[src/rtl/uc_puzzle_matriz.sv]
// -----------------------------------------------------------------------------
// uc_puzzle_matriz
// Control unit for an LED-matrix "lights" puzzle. Plays NUM_NIVEIS levels in
// order: clears the matrix, forwards one button toggle at a time to the
// datapath, checks the datapath's match flag after every move and advances to
// the next level or to the win state.
//
// Optional feature (macro LIMITE_JOGADAS_EN):
//   defined   -> a level that reaches MAX_JOGADAS moves without a match ends
//                the game in DERROTA.
//   undefined -> DERROTA is unreachable, derrota is tied to 0 and the move
//                counter simply saturates at 255.
// -----------------------------------------------------------------------------
module uc_puzzle_matriz #(
    parameter int NUM_NIVEIS  = 4,   // levels played in sequence, 1..8
    parameter int MAX_JOGADAS = 32   // move budget per level, 1..255
) (
    input  logic       clk,
    input  logic       rst,               // synchronous, active-low
    input  logic       iniciar,
    input  logic [7:0] botoes,
    input  logic       nivel_concluido,
    output logic [7:0] botoes_pulso,
    output logic       limpar_matriz,
    output logic [2:0] linha_verificada,
    output logic [2:0] nivel_atual,
    output logic [7:0] jogadas,
    output logic       vitoria,
    output logic       derrota,
    output logic [2:0] estado
);

    typedef enum logic [2:0] {
        OCIOSO   = 3'd0,
        LIMPA    = 3'd1,
        JOGANDO  = 3'd2,
        VERIFICA = 3'd3,
        PROXIMO  = 3'd4,
        VITORIA  = 3'd5,
        DERROTA  = 3'd6
    } estado_t;

    localparam logic [2:0] ULTIMO_NIVEL = 3'(NUM_NIVEIS - 1);

    // Parameter sanity: out-of-range values stop elaboration.
    if (NUM_NIVEIS < 1 || NUM_NIVEIS > 8) begin : g_chk_niveis
        $error("uc_puzzle_matriz: NUM_NIVEIS must be in 1..8");
    end
    if (MAX_JOGADAS < 1 || MAX_JOGADAS > 255) begin : g_chk_jogadas
        $error("uc_puzzle_matriz: MAX_JOGADAS must be in 1..255");
    end

    estado_t    estado_q;
    estado_t    estado_d;
    logic [7:0] botoes_q;
    logic [7:0] subida;
    logic [7:0] subida_menor;
    logic       aceita;
    logic       ultimo_nivel;
    logic       limite_atingido;

    logic [2:0] nivel_d;
    logic [7:0] jogadas_d;
    logic [7:0] pulso_d;
    logic       limpar_d;
    logic       vitoria_d;

    // Rising edges of the debounced buttons; only the lowest-index one is
    // forwarded, the others are dropped (two's-complement isolates the LSB).
    assign subida       = botoes & ~botoes_q;
    assign subida_menor = subida & (~subida + 8'd1);
    assign aceita       = (estado_q == JOGANDO) && (subida != 8'd0);
    assign ultimo_nivel = (nivel_atual == ULTIMO_NIVEL);

`ifdef LIMITE_JOGADAS_EN
    assign limite_atingido = (jogadas == 8'(MAX_JOGADAS));
`else
    assign limite_atingido = 1'b0;
`endif

    // The datapath compares the row of the level being played.
    assign linha_verificada = nivel_atual;
    assign estado           = estado_q;

    // State register and button edge register.
    always_ff @(posedge clk) begin
        // NOTE: state elements use non-blocking assignments so every register
        // samples the pre-edge values, independent of statement order.
        if (!rst) begin
            estado_q <= OCIOSO;
            botoes_q <= 8'd0;
        end else begin
            estado_q <= estado_d;
            botoes_q <= botoes;
        end
    end

    // Next-state logic.
    always_comb begin
        // NOTE: default first so every path assigns estado_d and no latch is
        // inferred; the case only overrides what changes.
        estado_d = estado_q;
        unique case (estado_q)
            OCIOSO:   if (iniciar) estado_d = LIMPA;
            LIMPA:    estado_d = JOGANDO;
            JOGANDO:  if (aceita) estado_d = VERIFICA;
            VERIFICA: begin
                // A completed level wins over an exhausted budget.
                if (nivel_concluido)      estado_d = PROXIMO;
                else if (limite_atingido) estado_d = DERROTA;
                else                      estado_d = JOGANDO;
            end
            PROXIMO:  estado_d = ultimo_nivel ? VITORIA : LIMPA;
            VITORIA:  if (iniciar) estado_d = LIMPA;
            DERROTA:  if (iniciar) estado_d = LIMPA;
            default:  estado_d = OCIOSO;
        endcase
    end

    // Next values of the registered outputs.
    always_comb begin
        nivel_d   = nivel_atual;
        jogadas_d = jogadas;
        pulso_d   = aceita ? subida_menor : 8'd0;
        limpar_d  = (estado_d == LIMPA);
        vitoria_d = (estado_d == VITORIA);

        unique case (estado_q)
            OCIOSO, VITORIA, DERROTA: begin
                if (iniciar) nivel_d = 3'd0;
            end
            LIMPA: begin
                jogadas_d = 8'd0;
            end
            JOGANDO: begin
                if (aceita && jogadas != 8'hFF) jogadas_d = jogadas + 8'd1;
            end
            PROXIMO: begin
                if (!ultimo_nivel) nivel_d = nivel_atual + 3'd1;
            end
            default: begin
                nivel_d = nivel_atual;
            end
        endcase
    end

    // Output registers: pulses last exactly the cycle after they are decided.
    always_ff @(posedge clk) begin
        if (!rst) begin
            nivel_atual   <= 3'd0;
            jogadas       <= 8'd0;
            botoes_pulso  <= 8'd0;
            limpar_matriz <= 1'b0;
            vitoria       <= 1'b0;
        end else begin
            nivel_atual   <= nivel_d;
            jogadas       <= jogadas_d;
            botoes_pulso  <= pulso_d;
            limpar_matriz <= limpar_d;
            vitoria       <= vitoria_d;
        end
    end

`ifdef LIMITE_JOGADAS_EN
    // Defeat flag: high for as long as the FSM sits in DERROTA.
    always_ff @(posedge clk) begin
        if (!rst) derrota <= 1'b0;
        else      derrota <= (estado_d == DERROTA);
    end
`else
    assign derrota = 1'b0;
`endif

endmodule
[config.mk]
export PLATFORM = sky130hd
export DESIGN_NAME = uc_puzzle_matriz
export DESIGN_NICKNAME = d
export VERILOG_FILES = /design/src/rtl/uc_puzzle_matriz.sv
export SDC_FILE = /design/constraint.sdc
export NUM_CORES = 1
export LEC_CHECK = 0
export ABC_AREA = 1
export CAP_MARGIN = 20
export CORE_MARGIN = 2
export CORE_UTILIZATION = 52
export CTS_BUF_LIST = sky130_fd_sc_hd__clkbuf_16
export DETAILED_ROUTE_END_ITERATION = 6
export DONT_BUFFER_PORTS = 1
export PLACE_DENSITY_LB_ADDON = 0.1
export SYNTH_ARGS = -nofsm -noshare
export SYNTH_HDL_FRONTEND = slang
export SYNTH_SLANG_ARGS = --single-unit
[constraint.sdc]
create_clock -name clk -period 1.8 [get_ports clk]
set_input_delay 0.18 -clock clk [delete_from_list [all_inputs] [get_ports clk]]
set_output_delay 0.18 -clock clk [all_outputs]
set_load 0.03 [all_outputs]
==> results of run 1 <==
## Yosys cell counts
cell       n  area, sq um
nand2_1   46          173
inv_1     33          124
dfxtp_1   32          641
nor2_1    30          113
nand3_1   19         95.1
a21oi_1   10         50.1
buf_4      4         30.0
nand2_2    4         25.0
xor2_1     4         35.0
ha_1       3         37.5
nand4_1    3         18.8
nor2_2     3         18.8
clkbuf_1   2         7.51
inv_2      2         7.51
nor3_1     2         10.0
o21ai_0    2         10.0
a211oi_1   1         7.51
a21oi_2    1         8.76
a31oi_1    1         6.26
conb_1     1         3.75
nand2_4    1         11.3
nand3_2    1         10.0
nand3_4    1         17.5
nand3b_1   1         7.51
nor4_1     1         6.26
o21ai_2    1         8.76
## layout make-up
type	instances	area (sq um)
fill	241	946
multi-input combinational	136	673
sequential	32	641
timing repair buffer	20	165
inverter	35	131
clock buffer	5	125
tap	31	38.8
clock inverter	3	13.8
## registers in the layout, indices dropped and copies added, names as in the netlist
register	count
estado	3
vitoria	1
jogadas	8
botoes_q	8
limpar_matriz	1
botoes_pulso	8
linha_verificada	3
## per-layer routing
layer / part of all wire [%] / up-vias / global-route usage [%]
li1: - / 681 / -
met1: 42 / 613 / 19.5
met2: 50 / 38 / 33.0
met3: 7.0 / 9 / 9.75
met4: 1.8 / 0 / 7.97
met5: 0 / - / 0
## power breakdown
part           leakage [uW]  internal, uW  switching (uW)  total [uW]
clock network     0.0000710           500             278         778
registers          0.000261           757            56.5         814
logic              0.000500           155             320         475
## logic make-up (layout without fill, tap and decap cells)
| group | Yosys count | in the layout | share of synthesized area [%] |
|---|---|---|---|
| xor+xnor | 4 | 4 | 2.36 |
| compound gates | 16 | 16 | 6.16 |
| simple gates | 112 | 112 | 34.1 |
| flops | 32 | 32 | 43.2 |
| other cells | 1 | 1 | 0.253 |
| fa+ha+maj | 3 | 3 | 2.53 |
| buf+inv | 41 | 63 | 11.4 |
## how the worst max path moves through the flow
stage,from,end,slack (ns),depth (start not counted)
after floorplan,jogadas[0],jogadas[3],0.25,8
after global placement,estado[0],linha_verificada[1],0.39,9
after CTS,estado[0],linha_verificada[2],0.33,9
after detailed placement,estado[0],linha_verificada[2],0.34,9
after global routing,estado[0],linha_verificada[0],0.21,9
final,estado[0],linha_verificada[2],0.30,9
## stage by stage
step,util (%),power (uW),setup WS (ns)
after floorplan,-,1180,0.252
final,65.4,2070,0.305
after detailed placement,58.1,1290,0.336
after global placement,58.1,1270,0.388
after CTS,64.7,2080,0.330
after global routing,65.4,2170,0.208
==> results_dict.tcl, run 1 <==
set metrics [dict create \
    dp_hpwl_mm 2.11 \
    avgRoutedWirePerCell_um 11.2 \
    startpoint_type "flip-flop" \
    hold_start "botoes[4]" \
    crit_path_cell_trace "buf_4, nand2_1, inv_1, nor2_2, nand2_1, a21oi_2, nand2_2, nand2_1, a21oi_1" \
    fin_area_sq_mm 0.00179 \
    cp_slowest_cell "dfxtp_1" \
    drtAntennaViolNets 0 \
    cp-end-kind "flip-flop" \
    synth_fp_nets 224 \
    critPathMaxFanout 4 \
    antenna_found_initial 0 \
    crit_type "reg -> reg" \
    overflow 0 \
    status "finished clean" \
    n_antenna_cell 0 \
    arrival_ns 1.63 \
    hold_slack_ns 0.000576 \
    fin_tns_setup_ns 0 \
    path_common_cell "nand2_1" \
    viasPerCell 5.12 \
    place_inst 248 \
    ir_drop_mv 1.03 \
    whs_endpoint "botoes_q[4]" \
    vias 1341 \
    firstDrtPassIters 4 \
    rr_startpoint "estado[0]" \
    gp_congestion 0.844 \
    first_global_vias 1201 \
    cts_hold_buf 4 \
    final_cells 262 \
    power.leakage_uw 0.000832 \
    die-height_um 57.4 \
    routed_wl_mm 2.95 \
    max-clock-path-buffers 2 \
    drv_slew 0 \
    numPortBuffers 0 \
    setup_violations 0 \
    ys_seq_elements 32 \
    fin_worst_skew_ns 0.00651 \
    clk_latency_ns 0.27 \
    postPlaceCellArea_sq_mm 0.00159 \
    start_util_pct 54.2 \
    drive_above_1_share_pct 15.2 \
    grt_max_degree 14 \
    power_density_mw_per_mm2 1160 \
    clkTransAtPathRegs_ns 0.05 \
    syn_area_sq_mm 0.00148 \
    die_x_um 57.4 \
    clkSinkCount 32 \
    cts.htree.levels 2 \
    pin_count 40 \
    fmaxAchievable_mhz 669 \
    final_cell_mix "nand2_1 (46), inv_1 (33), dfxtp_1 (32), nor2_1 (30), nand3_1 (19)" \
    netlist_instances 209 \
    yosysSeqAreaShare_pct 43.2 \
    area_growth_syn_to_layout_pct 20.6 \
    slowest_delay_ns 0.36 \
    grt.total_usage_pct 19.2 \
    rsz0062_at_grt "no" \
    critPathTopFamily "simple AND/OR/NAND/NOR gates" \
    finalHoldViolCount 0 \
    r2r-end "linha_verificada[2]" \
    clockRootBuffer "clkbuf_16" \
    fin_crit_sh_pct 83.1 \
    r2r_slack_ns 0.30 \
    final_net_count 245 \
    hold_path_class "in -> reg" \
    final_common_cell "nand2_1" \
    cts_resized 0 \
    cts_buffers 5 \
    holdPathStages 2 \
    dieArea_sq_mm 0.00329 \
    postCtsSetupRepairBufs 0 \
    synth_cell_types 26 \
    cts_tree "built" \
    grt_pass1_wl_mm 4.82 \
    ff2ff_path_depth 9 \
    drc 0 \
    min_period_ns 1.50 \
    required_ns 1.94 \
    fp-row-count 19 \
    core_sq_mm 0.00273 \
    syn_area_per_cell_sq_um 7.09 \
    critPathBufInv 2 \
    yosysWarnings 0 \
    drt_iter0_markers 25 \
    drv_cap 0 \
]
No activity file was read; power rests on OpenSTA's default activity.
==> run 2: changes to the inputs <==
==> constraint.sdc (replaced) <==
create_clock -name clk -period 1.27 [get_ports clk]
set_input_delay 0.127 -clock clk [delete_from_list [all_inputs] [get_ports clk]]
set_output_delay 0.127 -clock clk [all_outputs]
set_load 0.03 [all_outputs]
==> results_dict.tcl, run 2 (synthesis results as in run 1) <==
set metrics [dict create \
    status "finished with violations" \
    crit_type "reg -> reg" \
    required_ns 1.48 \
    dp_hpwl_mm 2.29 \
    setup_violations 13 \
    dieArea_sq_mm 0.00329 \
    startpoint_type "flip-flop" \
    internal_power_uw 2380 \
    clk_latency_ns 0.28 \
    violations "setup timing" \
    overflow 0 \
    drc 0 \
    fill_cells 170 \
    fp-row-count 19 \
    grt_pass1_wl_mm 5.71 \
    gp_congestion 0.825 \
    min_period_ns 1.41 \
    die-height_um 57.4 \
    drv_slew 0 \
    highest_layer "met4" \
    wl_met2_mm 2.17 \
    critPathMaxFanout 4 \
    final_common_cell "nand2_1" \
    cts.htree.levels 2 \
    drive_above_1_share_pct 39.8 \
    antenna_found_initial 0 \
    first_global_vias 1353 \
    cts_tree "built" \
    pin_count 40 \
    grt.total_usage_pct 22.6 \
    n_antenna_cell 0 \
    p_seq_share_pct 33.6 \
    core_sq_mm 0.00273 \
    final_cell_mix "nand2_1 (33), buf_4 (32), inv_1 (27), nor2_1 (27), dfxtp_1 (19)" \
    swShare_pct 31.9 \
    power.leakage_uw 0.000993 \
    cts_buffers 5 \
    drv_cap 0 \
    power_density_mw_per_mm2 1530 \
    pre_cts_slack_ns -0.0178 \
    vias 1530 \
    fmaxAchievable_mhz 711 \
    start_util_pct 54.2 \
    fin_ws_ns -0.137 \
    largestRegisters "botoes_pulso (8), botoes_q (8), jogadas (8)" \
    fin_crit_sh_pct 111 \
    numPortBuffers 0 \
    finalHoldViolCount 0 \
    ff2ff_path_depth 9 \
    routed_wl_mm 4.25 \
    rsz0062_at_grt "yes" \
    die_x_um 57.4 \
    cp-end-kind "flip-flop" \
    firstDrtPassIters 4 \
    fin_worst_skew_ns 0.00264 \
    met1Wirelength_mm 1.70 \
    combPwrFrac_pct 28.1 \
    drt_iter0_markers 66 \
    clkTransAtPathRegs_ns 0.05 \
    drtAntennaViolNets 0 \
    hold_path_class "in -> reg" \
    grt_max_degree 14 \
    clkPwrFrac_pct 38.3 \
    holdPathStages 2 \
    fin_tns_setup_ns -0.753 \
    avgRoutedWirePerCell_um 14.6 \
    p_sw_uw 1110 \
    ir_drop_mv 1.53 \
    clkSinkCount 32 \
    arrival_ns 1.61 \
    max-clock-path-buffers 2 \
    area_growth_syn_to_layout_pct 54.0 \
    final_net_count 275 \
    maxSlewHeadroom_pct 66.6 \
    wl_met3_um 222 \
    viasPerCell 5.24 \
    clockRootBuffer "clkbuf_16" \
    tightest_slew_ns 0.500 \
]
run 2: cell count changes in the layout (fill, tap and decap cells not counted), sizes merged:
| cell | delta |
|---|---|
| buf | +18 |
| dlygate4sd3 | +11 |
| clkinv | -2 |
| bufinv | +1 |
| inv | +1 |
| nand3 | +1 |
run 2: metal layers:
layer	track usage, %	vias up
met5	0	-
met4	10.6	0
met3	5.67	18
met2	39.3	55
met1	25.6	710
li1	-	747
run 2: through the flow:
step | std cells | utilization (%) | instance area [sq um] | power [uW] | hold WS (ns)
2_1_floorplan | 209 | - | 1550 | 1690 | 0.220
3_3_place_gp | 257 | 62.9 | 1720 | 1850 | 0.221
3_5_place_dp | 257 | 62.9 | 1720 | 1880 | 0.224
4_1_cts | 282 | 75.7 | 2070 | 3250 | 0.00720
5_1_grt | 292 | 83.5 | 2280 | 3620 | 0.0253
6_report | 292 | 83.5 | 2280 | 3490 | 0.00414
run 2: worst max-delay path, stage by stage, from the launching register on:
cell and delay (ns):
dfxtp_4 0.36, buf_4 0.17, inv_1 0.07, nor2_1 0.17, nand3_1 0.11, nand2_1 0.08, nand2_1 0.05, nor2_1 0.12
nand2_1 0.09, a21oi_1 0.12
run 2: worst paths after layout:
check,slack (ns),end,startpoint
worst max register to register,-0.14,jogadas[7],jogadas[0]
worst min-delay path,0.004,botoes_pulso[7],botoes[7]
worst min register to register,0.50,botoes_pulso[3],botoes_q[3]
worst max-delay path,-0.14,jogadas[7],jogadas[0]
run 2: final cells by class:
| type | count | area [sq um] | share of cell area, % |
|---|---|---|---|
| Clock buffer | 5 | 125 | 5.48 |
| Clock inverter | 3 | 38.8 | 1.70 |
| Inverter | 35 | 134 | 5.86 |
| Multi-Input combinational cell | 137 | 862 | 37.8 |
| Sequential cell | 32 | 674 | 29.5 |
| Tap cell | 31 | 38.8 | 1.70 |
| Timing Repair Buffer | 49 | 410 | 18.0 |
run 2: power groups by stage:
stage	Clock (uW)	Combinational [uW]	Sequential, uW
after floorplan	0	424	1270
after global placement	0	670	1180
after detailed placement	0	692	1180
after CTS	1340	751	1170
after global routing	1390	1050	1180
final	1340	980	1170
run 2: timing repair:
action	CTS	global route
setup buffers	0	10
gates resized for setup	5	39
hold endpoints to repair	12	0
hold buffers	17	0
gates cloned	0	1
endpoints found under the setup margin	15	19
pin swaps	2	12
==> run 3: changes to the inputs <==
--- a/config.mk
+++ b/config.mk
@@ -6,7 +6,7 @@
 export NUM_CORES = 1
 export LEC_CHECK = 0
 export ABC_AREA = 1
-export CAP_MARGIN = 20
+export CAP_MARGIN = 25
 export CORE_MARGIN = 2
 export CORE_UTILIZATION = 52
 export CTS_BUF_LIST = sky130_fd_sc_hd__clkbuf_16
==> results of run 3 <==
Same layout as run 2: the final DEF is identical, and so are final timing and power.
==> patch, RTL diff (settings of run 3) <==
The output `botoes_pulso` loses its register stage (`botoes_pulso` becomes a continuous assignment).
--- a/src/rtl/uc_puzzle_matriz.sv
+++ b/src/rtl/uc_puzzle_matriz.sv
@@ -151,3 +151,2 @@
             jogadas       <= 8'd0;
-            botoes_pulso  <= 8'd0;
             limpar_matriz <= 1'b0;
@@ -157,3 +156,2 @@
             jogadas       <= jogadas_d;
-            botoes_pulso  <= pulso_d;
             limpar_matriz <= limpar_d;
@@ -162,2 +160,4 @@
     end
+
+    assign botoes_pulso = pulso_d;
 
Behaviour: not the same (a bounded check fails within 4 cycles, from zero or initial values and one cycle with rst low).
==> patch against run 3 <==
  * The flow still finishes with violations (negative setup slack)
  * Largest cell class unchanged
  * Area after synthesis is 9.1% lower
  * Wire length grew 79%
  * Via count rose by 29%
  * Sequential cell count is 8 lower
  * Cell area is 6.4% higher
  * Setup slack got worse by 0.27 ns
  * Core utilization is 15 points higher
  * Clock skew is 0.00055 ns higher
Power is not compared: it rests on default switching activity, and its combinational part moved more than twofold at a synthesized area within 25%.
==> patch: results (changes against run 3) <==
- Outcome: finished, violations left
- Violated checks: negative setup slack
- Worst endpoint required time: 1.14 ns (-0.34 ns)
- Hold Path Depth: 3 (+1)
- M3 GR Usage: 10.2% (+4.5 points)
- Final instance area: 2430 um^2 (+6.4%)
- Post-synthesis sequential area ratio: 35.7% (-7.6 points)
- Routed vias: 1968 (+29%)
- Place WS: -0.128 ns (-0.111 ns)
- CTS buffer count: 3 (-2)
- Setup slack after layout: -0.402 ns (-0.265 ns)
- Worst Skew: 0.00319 ns (+0.000553 ns)
- Drt pass-1 iters: 5 (+1)
- Drt initial violations: 191 (+190%)
- Layout Cells excl Fill: 301 (+3.1%)
- Dominant cells by area after synthesis: dfxtp_1, nand2_1, inv_1, nor2_1, a21oi_1
- Grt met2 use: 56.9% (+18 points)
- Share of cells above drive strength 1: 54.2% (+14 points)
- Routing usage on met1: 32.4% (+6.8 points)
- Placed instance area: 1840 um^2 (+6.9%)
- Clock slew at reported path FFs: 0.07 ns (+0.02 ns)
- Post-route setup TNS: -5.70 ns (-4.94 ns)
- Wire length per cell: 25.3 um (+74%)
- CP max stage cell: dfxtp_1
- R2R cell count: 8 (-1)
- Max incr delay on CP: 0.32 ns (-0.04 ns)
- Fillers: 29 (-83%)
- Avg Cell Area, Syn: 6.67 um^2 (-6.0%)
- Setup violators final: 26 (+13)
- Htree depth: 1 (-1)
- Vias in the first global route: 1583 (+17%)
- Synth Net Count: 217 (-3.1%)
- Final net count: 287 (+4.4%)
- First-pass GRT wire length: 6800 um (+19%)
- Post-synth cell types: 31 (+19%)
- Placer Congestion: 0.877 (+6.4%)
-- patch: area by class of cell --
cell class	instances	share of cell area [%]
clock buffer	3	3.09
clock inverter	1	0.154
timing repair buffer	71	25.9
multi-input combinational	133	41.3
sequential	24	21.3
tap	30	1.54
inverter	39	6.64
-- patch: worst paths after layout --
check             startpoint               to  slack, ns
max              botoes_q[5]  botoes_pulso[7]      -0.40
min          nivel_concluido        estado[1]       0.20
max reg2reg       jogadas[0]       jogadas[6]      -0.33
min reg2reg       jogadas[5]       jogadas[5]       0.56
-- patch: what timing repair did --
action                                  CTS  global route
resized for setup                        25            40
buffers inserted                          6             9
endpoints found under the setup margin   17            22
pin swaps                                13            20
gates cloned                              0             0
hold endpoints to repair                 12             1
hold buffers                             17             1
-- patch: layer usage --
layer / up-vias / part of all wire (%) / routed length [um]
met1: 880 / 30 / 2250
met4: 0 / 11 / 826
met3: 92 / 13 / 960
met2: 241 / 47 / 3580
met5: - / 0 / 0
li1: 755 / - / -
-- patch: logic make-up after synthesis --
group,count (synthesis),share of synthesized area (%)
AOI/OAI and AO/OA,20,8.45
other,1,0.278
and+or+nand+nor,106,36.8
DFF,24,35.7
xor gates and xnor gates,3,1.95
buffers and inverters,45,14.1
adders and majority gates,3,2.79
-- patch: power by group through the flow --
| stage | logic, mW | clock network (mW) | registers (mW) |
|---|---|---|---|
| floorplan | 0.838 | 0 | 1.25 |
| global placement | 1.35 | 0 | 1.06 |
| detailed placement | 1.38 | 0 | 1.06 |
| CTS | 1.55 | 0.696 | 1.05 |
| global route | 2.23 | 0.747 | 1.09 |
| finish | 2.13 | 0.741 | 1.10 |
-- patch: worst max-delay path: cells and delay by family (launching register included) --
family	cells	cell delay, ns
buf+inv	3	0.31
simple gates	7	0.63
flops	1	0.32
